[src/rtl/alu_arbiter_if.sv]
// Bundle between alu_arbiter, its two requesters and the shared combinational ALU.
// slave = arbiter side, master = requester/ALU side.
interface alu_arbiter_if #(
  parameter int WIDTH  = 32,
  parameter int CTRL_W = 4
);
  logic [1:0]        req_valid;
  logic [1:0]        req_ready;
  logic [WIDTH-1:0]  req_a0;
  logic [WIDTH-1:0]  req_b0;
  logic [CTRL_W-1:0] req_ctrl0;
  logic [WIDTH-1:0]  req_a1;
  logic [WIDTH-1:0]  req_b1;
  logic [CTRL_W-1:0] req_ctrl1;
  logic [1:0]        resp_valid;
  logic [1:0]        resp_ready;
  logic [WIDTH-1:0]  resp_result;
  logic              resp_zero;
  logic [WIDTH-1:0]  alu_a;
  logic [WIDTH-1:0]  alu_b;
  logic [CTRL_W-1:0] alu_ctrl;
  logic [WIDTH-1:0]  alu_out;
  logic              alu_zero;

  modport slave (
    input  req_valid, req_a0, req_b0, req_ctrl0, req_a1, req_b1, req_ctrl1,
    input  resp_ready, alu_out, alu_zero,
    output req_ready, resp_valid, resp_result, resp_zero, alu_a, alu_b, alu_ctrl
  );

  modport master (
    output req_valid, req_a0, req_b0, req_ctrl0, req_a1, req_b1, req_ctrl1,
    output resp_ready, alu_out, alu_zero,
    input  req_ready, resp_valid, resp_result, resp_zero, alu_a, alu_b, alu_ctrl
  );
endinterface

[src/rtl/alu_arbiter.sv]
// Round-robin share of one combinational ALU between two requesters:
// accept (IDLE) -> drive ALU and capture (EXEC) -> hold response until taken (RESP).
module alu_arbiter #(
  parameter int WIDTH  = 32,
  parameter int CTRL_W = 4
) (
  input  logic            clk,
  input  logic            reset,
  alu_arbiter_if.slave    bus,
  output logic            busy
);

  typedef enum logic [1:0] {
    IDLE = 2'd0,
    EXEC = 2'd1,
    RESP = 2'd2
  } state_t;

  state_t            state;
  state_t            state_nxt;
  logic              gnt_sel;
  logic              accept;
  logic              grant;
  logic              last_grant;
  logic [1:0]        req_ready_c;
  logic [1:0]        resp_valid_c;
  logic [WIDTH-1:0]  a_p1;
  logic [WIDTH-1:0]  b_p1;
  logic [CTRL_W-1:0] ctrl_p1;
  logic [WIDTH-1:0]  result_p2;
  logic              zero_p2;

  // On a tie the requester not served last wins; a lone requester always wins.
  always_comb begin
    gnt_sel      = 1'b0;
    accept       = 1'b0;
    req_ready_c  = 2'b00;
    resp_valid_c = 2'b00;
    state_nxt    = state;
    if (&bus.req_valid) gnt_sel = ~last_grant;
    else                gnt_sel = bus.req_valid[1];
    case (state)
      IDLE: begin
        if (|bus.req_valid) begin
          accept               = 1'b1;
          req_ready_c[gnt_sel] = 1'b1;
          state_nxt            = EXEC;
        end
      end
      EXEC: state_nxt = RESP;
      RESP: begin
        resp_valid_c[grant] = 1'b1;
        if (bus.resp_ready[grant]) state_nxt = IDLE;
      end
      default: state_nxt = IDLE;
    endcase
  end

  always_ff @(posedge clk) begin
    if (reset) state <= IDLE;
    else       state <= state_nxt;
  end

  // ---- accept -> p1: operands sampled only on the handshake cycle ----
  // ---- p1 -> p2: ALU result captured at the end of EXEC ----
  always_ff @(posedge clk) begin
    if (reset) begin
      grant      <= 1'b0;
      last_grant <= 1'b1;
      a_p1       <= '0;
      b_p1       <= '0;
      ctrl_p1    <= '0;
      result_p2  <= '0;
      zero_p2    <= 1'b0;
    end else begin
      if (accept) begin
        grant   <= gnt_sel;
        a_p1    <= gnt_sel ? bus.req_a1    : bus.req_a0;
        b_p1    <= gnt_sel ? bus.req_b1    : bus.req_b0;
        ctrl_p1 <= gnt_sel ? bus.req_ctrl1 : bus.req_ctrl0;
      end
      if (state == EXEC) begin
        result_p2 <= bus.alu_out;
        zero_p2   <= bus.alu_zero;
      end
      if (state == RESP && bus.resp_ready[grant]) last_grant <= grant;
    end
  end

  assign bus.req_ready   = req_ready_c;
  assign bus.resp_valid  = resp_valid_c;
  assign bus.resp_result = result_p2;
  assign bus.resp_zero   = zero_p2;
  assign bus.alu_a       = a_p1;
  assign bus.alu_b       = b_p1;
  assign bus.alu_ctrl    = ctrl_p1;
  assign busy            = (state != IDLE);

endmodule

[src/flat_wrapper.sv]
// flat-port wrapper written by rule: the top's interface ports become plain ports
module alu_arbiter_flat 
#(
  parameter int WIDTH  = 32,
  parameter int CTRL_W = 4
)
  (clk, reset, busy, bus_req_valid, bus_req_a0, bus_req_b0, bus_req_ctrl0, bus_req_a1, bus_req_b1, bus_req_ctrl1, bus_resp_ready, bus_alu_out, bus_alu_zero, bus_req_ready, bus_resp_valid, bus_resp_result, bus_resp_zero, bus_alu_a, bus_alu_b, bus_alu_ctrl);
  alu_arbiter_if #(.WIDTH(WIDTH), .CTRL_W(CTRL_W)) bus_i ();
  input  logic clk;
  input  logic reset;
  output logic busy;
  input wire logic [$bits(bus_i.req_valid)-1:0] bus_req_valid;
  input wire logic [$bits(bus_i.req_a0)-1:0] bus_req_a0;
  input wire logic [$bits(bus_i.req_b0)-1:0] bus_req_b0;
  input wire logic [$bits(bus_i.req_ctrl0)-1:0] bus_req_ctrl0;
  input wire logic [$bits(bus_i.req_a1)-1:0] bus_req_a1;
  input wire logic [$bits(bus_i.req_b1)-1:0] bus_req_b1;
  input wire logic [$bits(bus_i.req_ctrl1)-1:0] bus_req_ctrl1;
  input wire logic [$bits(bus_i.resp_ready)-1:0] bus_resp_ready;
  input wire logic [$bits(bus_i.alu_out)-1:0] bus_alu_out;
  input wire logic [$bits(bus_i.alu_zero)-1:0] bus_alu_zero;
  output wire logic [$bits(bus_i.req_ready)-1:0] bus_req_ready;
  output wire logic [$bits(bus_i.resp_valid)-1:0] bus_resp_valid;
  output wire logic [$bits(bus_i.resp_result)-1:0] bus_resp_result;
  output wire logic [$bits(bus_i.resp_zero)-1:0] bus_resp_zero;
  output wire logic [$bits(bus_i.alu_a)-1:0] bus_alu_a;
  output wire logic [$bits(bus_i.alu_b)-1:0] bus_alu_b;
  output wire logic [$bits(bus_i.alu_ctrl)-1:0] bus_alu_ctrl;
  assign bus_i.req_valid = bus_req_valid;
  assign bus_i.req_a0 = bus_req_a0;
  assign bus_i.req_b0 = bus_req_b0;
  assign bus_i.req_ctrl0 = bus_req_ctrl0;
  assign bus_i.req_a1 = bus_req_a1;
  assign bus_i.req_b1 = bus_req_b1;
  assign bus_i.req_ctrl1 = bus_req_ctrl1;
  assign bus_i.resp_ready = bus_resp_ready;
  assign bus_i.alu_out = bus_alu_out;
  assign bus_i.alu_zero = bus_alu_zero;
  assign bus_req_ready = bus_i.req_ready;
  assign bus_resp_valid = bus_i.resp_valid;
  assign bus_resp_result = bus_i.resp_result;
  assign bus_resp_zero = bus_i.resp_zero;
  assign bus_alu_a = bus_i.alu_a;
  assign bus_alu_b = bus_i.alu_b;
  assign bus_alu_ctrl = bus_i.alu_ctrl;
  alu_arbiter #(.WIDTH(WIDTH), .CTRL_W(CTRL_W)) u_core (.clk(clk), .reset(reset), .bus(bus_i), .busy(busy));
endmodule
[config.mk]
export PLATFORM = sky130hd
export DESIGN_NAME = alu_arbiter_flat
export DESIGN_NICKNAME = d
export VERILOG_FILES = /design/src/rtl/alu_arbiter_if.sv /design/src/rtl/alu_arbiter.sv /design/src/flat_wrapper.sv
export SDC_FILE = /design/constraint.sdc
export NUM_CORES = 1
export LEC_CHECK = 0
export ABC_AREA = 1
export ABC_CLOCK_PERIOD_IN_PS = 1680
export CAP_MARGIN = 10
export CORE_ASPECT_RATIO = 1.25
export CORE_MARGIN = 2
export CORE_UTILIZATION = 40
export DETAILED_ROUTE_END_ITERATION = 10
export GPL_ROUTABILITY_DRIVEN = 0
export PLACE_DENSITY = 0.85
export SLEW_MARGIN = 25
export SYNTH_ARGS = -nofsm -noshare
export SYNTH_HDL_FRONTEND = slang
export SYNTH_SLANG_ARGS = --single-unit
[constraint.sdc]
create_clock -name clk -period 1.68 [get_ports clk]
set_input_delay 0.252 -clock clk [delete_from_list [all_inputs] [get_ports clk]]
set_output_delay 0.252 -clock clk [all_outputs]
set_load 0.02 [all_outputs]
==> results of run 1 <==
## metal layers
| metal | vias to the layer above | track usage (%) | share of wire (%) | wire length, um |
|---|---|---|---|---|
| met2 | 197 | 44.3 | 49 | 8090 |
| li1 | 2722 | - | - | - |
| met5 | - | 0 | 0 | 0 |
| met3 | 22 | 8.60 | 8.4 | 1390 |
| met1 | 2479 | 29.1 | 40 | 6560 |
| met4 | 0 | 7.98 | 2.2 | 365 |
## final timing paths
kind / start / cells after the start / to / slack, ns
worst max-delay path: u_core.bus.alu_a[5]$_SDFFE_PP0P_ / 1 / bus_alu_a[5] / 0.08
worst min-delay path: reset / 2 / u_core.bus.alu_b[7]$_SDFFE_PP0P_ / 0.28
worst max register to register: u_core.state[1]$_SDFFE_PP0P_ / 7 / u_core.bus.alu_a[28]$_SDFFE_PP0P_ / 0.13
worst min register to register: u_core.bus.alu_b[22]$_SDFFE_PP0P_ / 2 / u_core.bus.alu_b[22]$_SDFFE_PP0P_ / 0.46
## kinds of logic (layout without fill, tap and decap cells)
group	Yosys count	count (layout)	synth area share, %
simple gates	425	425	36.8
flops	105	105	45.4
compound gates	104	104	11.3
buf+inv	63	322	6.46
## repair_timing
| action | CTS | global route |
|---|---|---|
| gates cloned | 0 | 0 |
| hold buffers | 0 | 0 |
| gates resized for setup | 11 | 6 |
| setup endpoints to repair | 5 | 11 |
## power breakdown
part	total, mW	internal [mW]	switching (mW)
clock	2.15	1.20	0.953
combinational	2.11	1.02	1.08
sequential	2.85	2.73	0.121
## area by class of cell
cell class	instances	area, um2
fillers	939	3400
clock inverters	6	67.6
inverters	10	37.5
well taps	135	169
repair buffers	296	2950
multi-input cells	529	2230
flip-flops and latches	105	2100
clock buffers	10	239
## through the flow
stage | hold WS (ns) | setup WS, ns | std cells | power, mW
2_1_floorplan | 0.387 | 0.180 | 697 | 3.91
3_3_place_gp | 0.451 | -0.250 | 1075 | 4.99
3_5_place_dp | 0.454 | -0.277 | 1075 | 5.02
4_1_cts | 0.270 | 0.0207 | 1091 | 7.15
5_1_grt | 0.284 | 0.0119 | 1091 | 7.45
6_report | 0.276 | 0.0839 | 1091 | 7.11
## cell usage in the layout (no fill, tap or decap), types with 2 or more instances in the layout
cell type        count
dfxtp_1            105
nand2_1            278
buf_4               11
nor2_1              71
clkbuf_16            9
o21ai_0             28
buf_2                4
clkinvlp_4           2
clkinv_4             2
inv_1                7
nor2_2               3
nand2_2              2
clkdlybuf4s50_1    273
nand3_1             69
o21ai_1              5
buf_12               4
a21oi_1             70
inv_2                3
## sequential cells by signal (all words and copies together), names as in the netlist
register                cells
u_core.bus.alu_a           32
u_core.bus.alu_b           32
u_core.bus.resp_result     32
u_core.bus.alu_ctrl         4
u_core.state                2
u_core.bus.resp_zero        1
u_core.grant                1
u_core.last_grant           1
==> impl_table.tex, run 1 <==
\begin{tabular}{lr}
\hline
Metric & Value \\
\hline
\multicolumn{2}{l}{\textbf{Finish}} \\
\quad P\&R area growth vs syn & 68.5\% \\
\quad ANT cells & 0 \\
\quad Fraction of the core area covered by cells at the end of the flow & between 60\% and 70\% \\
\quad Number of nets at the end of the flow & 1126 \\
\quad Fraction of layout cells with a size suffix above 1 & a little under 5\% \\
\quad Final non-filler cell area & 0.00779 mm2 \\
\multicolumn{2}{l}{\textbf{Floorplanning}} \\
\quad Floorplan Core Area & 0.0112 mm2 \\
\quad Die span in x & $\sim$100 um \\
\quad Die Y-Extent & 124 um \\
\quad Floorplan row count & 43 \\
\quad Area enclosed by the die boundary & between 0.01 and 0.015 mm2 \\
\quad Starting density of the core & between 40\% and 50\% \\
\quad Number of top-level pins & roughly 280 \\
\multicolumn{2}{l}{\textbf{Timing}} \\
\quad Final-report hold violation count & 0 \\
\quad Post-Route Setup TNS & 0 ns \\
\quad Slew headroom & roughly three fifths \\
\quad Layout Skew & 0.00672 ns \\
\quad Fmax & between 0.6 and 0.7 GHz \\
\quad RSZ-0062 raised after global routing & false \\
\quad Number of failing setup endpoints in the final timing report & 0 \\
\quad Slew at the pin closest to its max-slew limit & 0.574 ns \\
\quad Final-report max-slew violation count & 0 \\
\quad Ratio of final minimum period to clock period & between 90 and 100\% \\
\quad Min Tclk post-route & 1.60 ns \\
\multicolumn{2}{l}{\textbf{Hold path}} \\
\quad Worst hold path class & input port to flop \\
\multicolumn{2}{l}{\textbf{Place}} \\
\quad Count of input and output buffers & between 200 and 300 \\
\quad HPWL after detailed placement & 11.7 mm \\
\quad Post-detailed-placement cell area & 0.00750 mm2 \\
\multicolumn{2}{l}{\textbf{Critical path}} \\
\quad Worst Path Max Fanout & 2 \\
\quad Critical Path Source Type & flop \\
\quad Longest individual stage delay on the worst path & 0.66 ns \\
\quad CP endpoint kind & output pin \\
\quad Cell type of the slowest stage on the worst timing path & clkdlybuf4s50\_1 \\
\quad Delay-heaviest family, CP & buffers and inverters \\
\quad Endpoint required time on the critical path & between 1 and 1.5 ns \\
\quad Critical path buffer and inverter count & 1 \\
\quad Data arrival time at the worst-slack endpoint & roughly 1.3 ns \\
\quad Kind of critical path & flop to output pin \\
\quad Cell Chain, Critical Path & clkdlybuf4s50\_1 \\
\multicolumn{2}{l}{\textbf{Synthesis}} \\
\quad Post-synth top area share & 45.4\% \\
\quad Proportion of synthesized flip-flops having asynchronous set or reset & 0\% \\
\quad Leading post-synthesis cells by cell area & dfxtp\_1 (45\%), nand2\_1 (23\%), a21oi\_1 (7.6\%) \\
\quad Most frequent cells after synthesis & nand2\_1 (278), dfxtp\_1 (105), nor2\_1 (72) \\
\quad Number of warnings printed during yosys synthesis & 0 \\
\quad Post-synthesis cell type count & 19 \\
\quad Post-synth design cell area & roughly 0.0046 mm2 \\
\quad Synthesized instance count & 697 \\
\quad Dominant synthesized flop cell & dfxtp\_1 \\
\quad Mean Syn Cell Area & between 6 and 7 um2 \\
\quad Number of synthesized flops with an enable pin & 0 \\
\quad Leading cell type by number of instances after synthesis & nand2\_1 \\
\quad Net count after synthesis & between 800 and 900 \\
\quad Sequential area share after synthesis & around 45\% \\
\quad Cell type with the highest aggregate area in the netlist & dfxtp\_1 \\
\quad Synth Register Bits & around 110 \\
\multicolumn{2}{l}{\textbf{Clock network}} \\
\quad Clock tree from TritonCTS & yes \\
\quad Clock H-tree levels & 3 \\
\quad TritonCTS Buffers & 9 \\
\quad Worst-path clk slew & $\sim$0.070 ns \\
\quad Buffers inserted by post-CTS timing repair & 0 \\
\quad Max Root-Sink Buffers & 2 \\
\quad Clock sink count & around 110 \\
\quad Clock insertion delay at the later pin of the skew report & around 0.34 ns \\
\quad Clock root buffer master & clkbuf\_16 \\
\multicolumn{2}{l}{\textbf{Power and ir drop}} \\
\quad Largest voltage drop on the vdd net & a little over 0.0006 V \\
\quad Leakage power figure & roughly 3.3 nW \\
\quad Pwr/cell area & 912 mW/mm2 \\
\multicolumn{2}{l}{\textbf{Run}} \\
\quad Number of max-cap violations & 0 \\
\multicolumn{2}{l}{\textbf{Detailed routing}} \\
\quad Number of nets with antenna violations after detailed routing & 0 \\
\quad Via density & around 5.0 \\
\quad Post-detailed-route DRC marker count & 0 \\
\quad Detailed-router iteration count before antenna repair & 4 \\
\quad Total Wirelength & between 15 and 20 mm \\
\quad Via count & around 5400 \\
\quad Routed length per instance & between 15 and 20 um \\
\quad Starting DRC count in detailed routing & 244 \\
\multicolumn{2}{l}{\textbf{Global route}} \\
\quad Via count of the first global-routing pass & a little over 5000 \\
\quad Wire length of the first global-routing pass & 25.7 mm \\
\quad Final global-route overflow total & 0 \\
\quad Maximum number of pins on one net before global-route repair & 69 \\
\quad Global-route usage over all layers & $\sim$25\% \\
\quad Initial antenna violation count & 0 \\
\multicolumn{2}{l}{\textbf{Run status}} \\
\quad Status & finished, final reports clean \\
\hline
\end{tabular}
Power figures use the tool's default switching activity.
==> run 2: changes to the inputs <==
--- a/config.mk
+++ b/config.mk
@@ -6,7 +6,6 @@
 export NUM_CORES = 1
 export LEC_CHECK = 0
 export ABC_AREA = 1
-export ABC_CLOCK_PERIOD_IN_PS = 1680
 export CAP_MARGIN = 10
 export CORE_ASPECT_RATIO = 1.25
 export CORE_MARGIN = 2
==> results of run 2 <==
Final layout, timing and power as in run 1 (identical DEF).
==> run 3: changes to the inputs <==
--- a/config.mk
+++ b/config.mk
@@ -12,6 +12,7 @@
 export CORE_UTILIZATION = 40
 export DETAILED_ROUTE_END_ITERATION = 10
 export GPL_ROUTABILITY_DRIVEN = 0
+export HOLD_SLACK_MARGIN = 0.05
 export PLACE_DENSITY = 0.85
 export SLEW_MARGIN = 25
 export SYNTH_ARGS = -nofsm -noshare
==> results of run 3 <==
Final layout, timing and power as in run 1 (identical DEF).
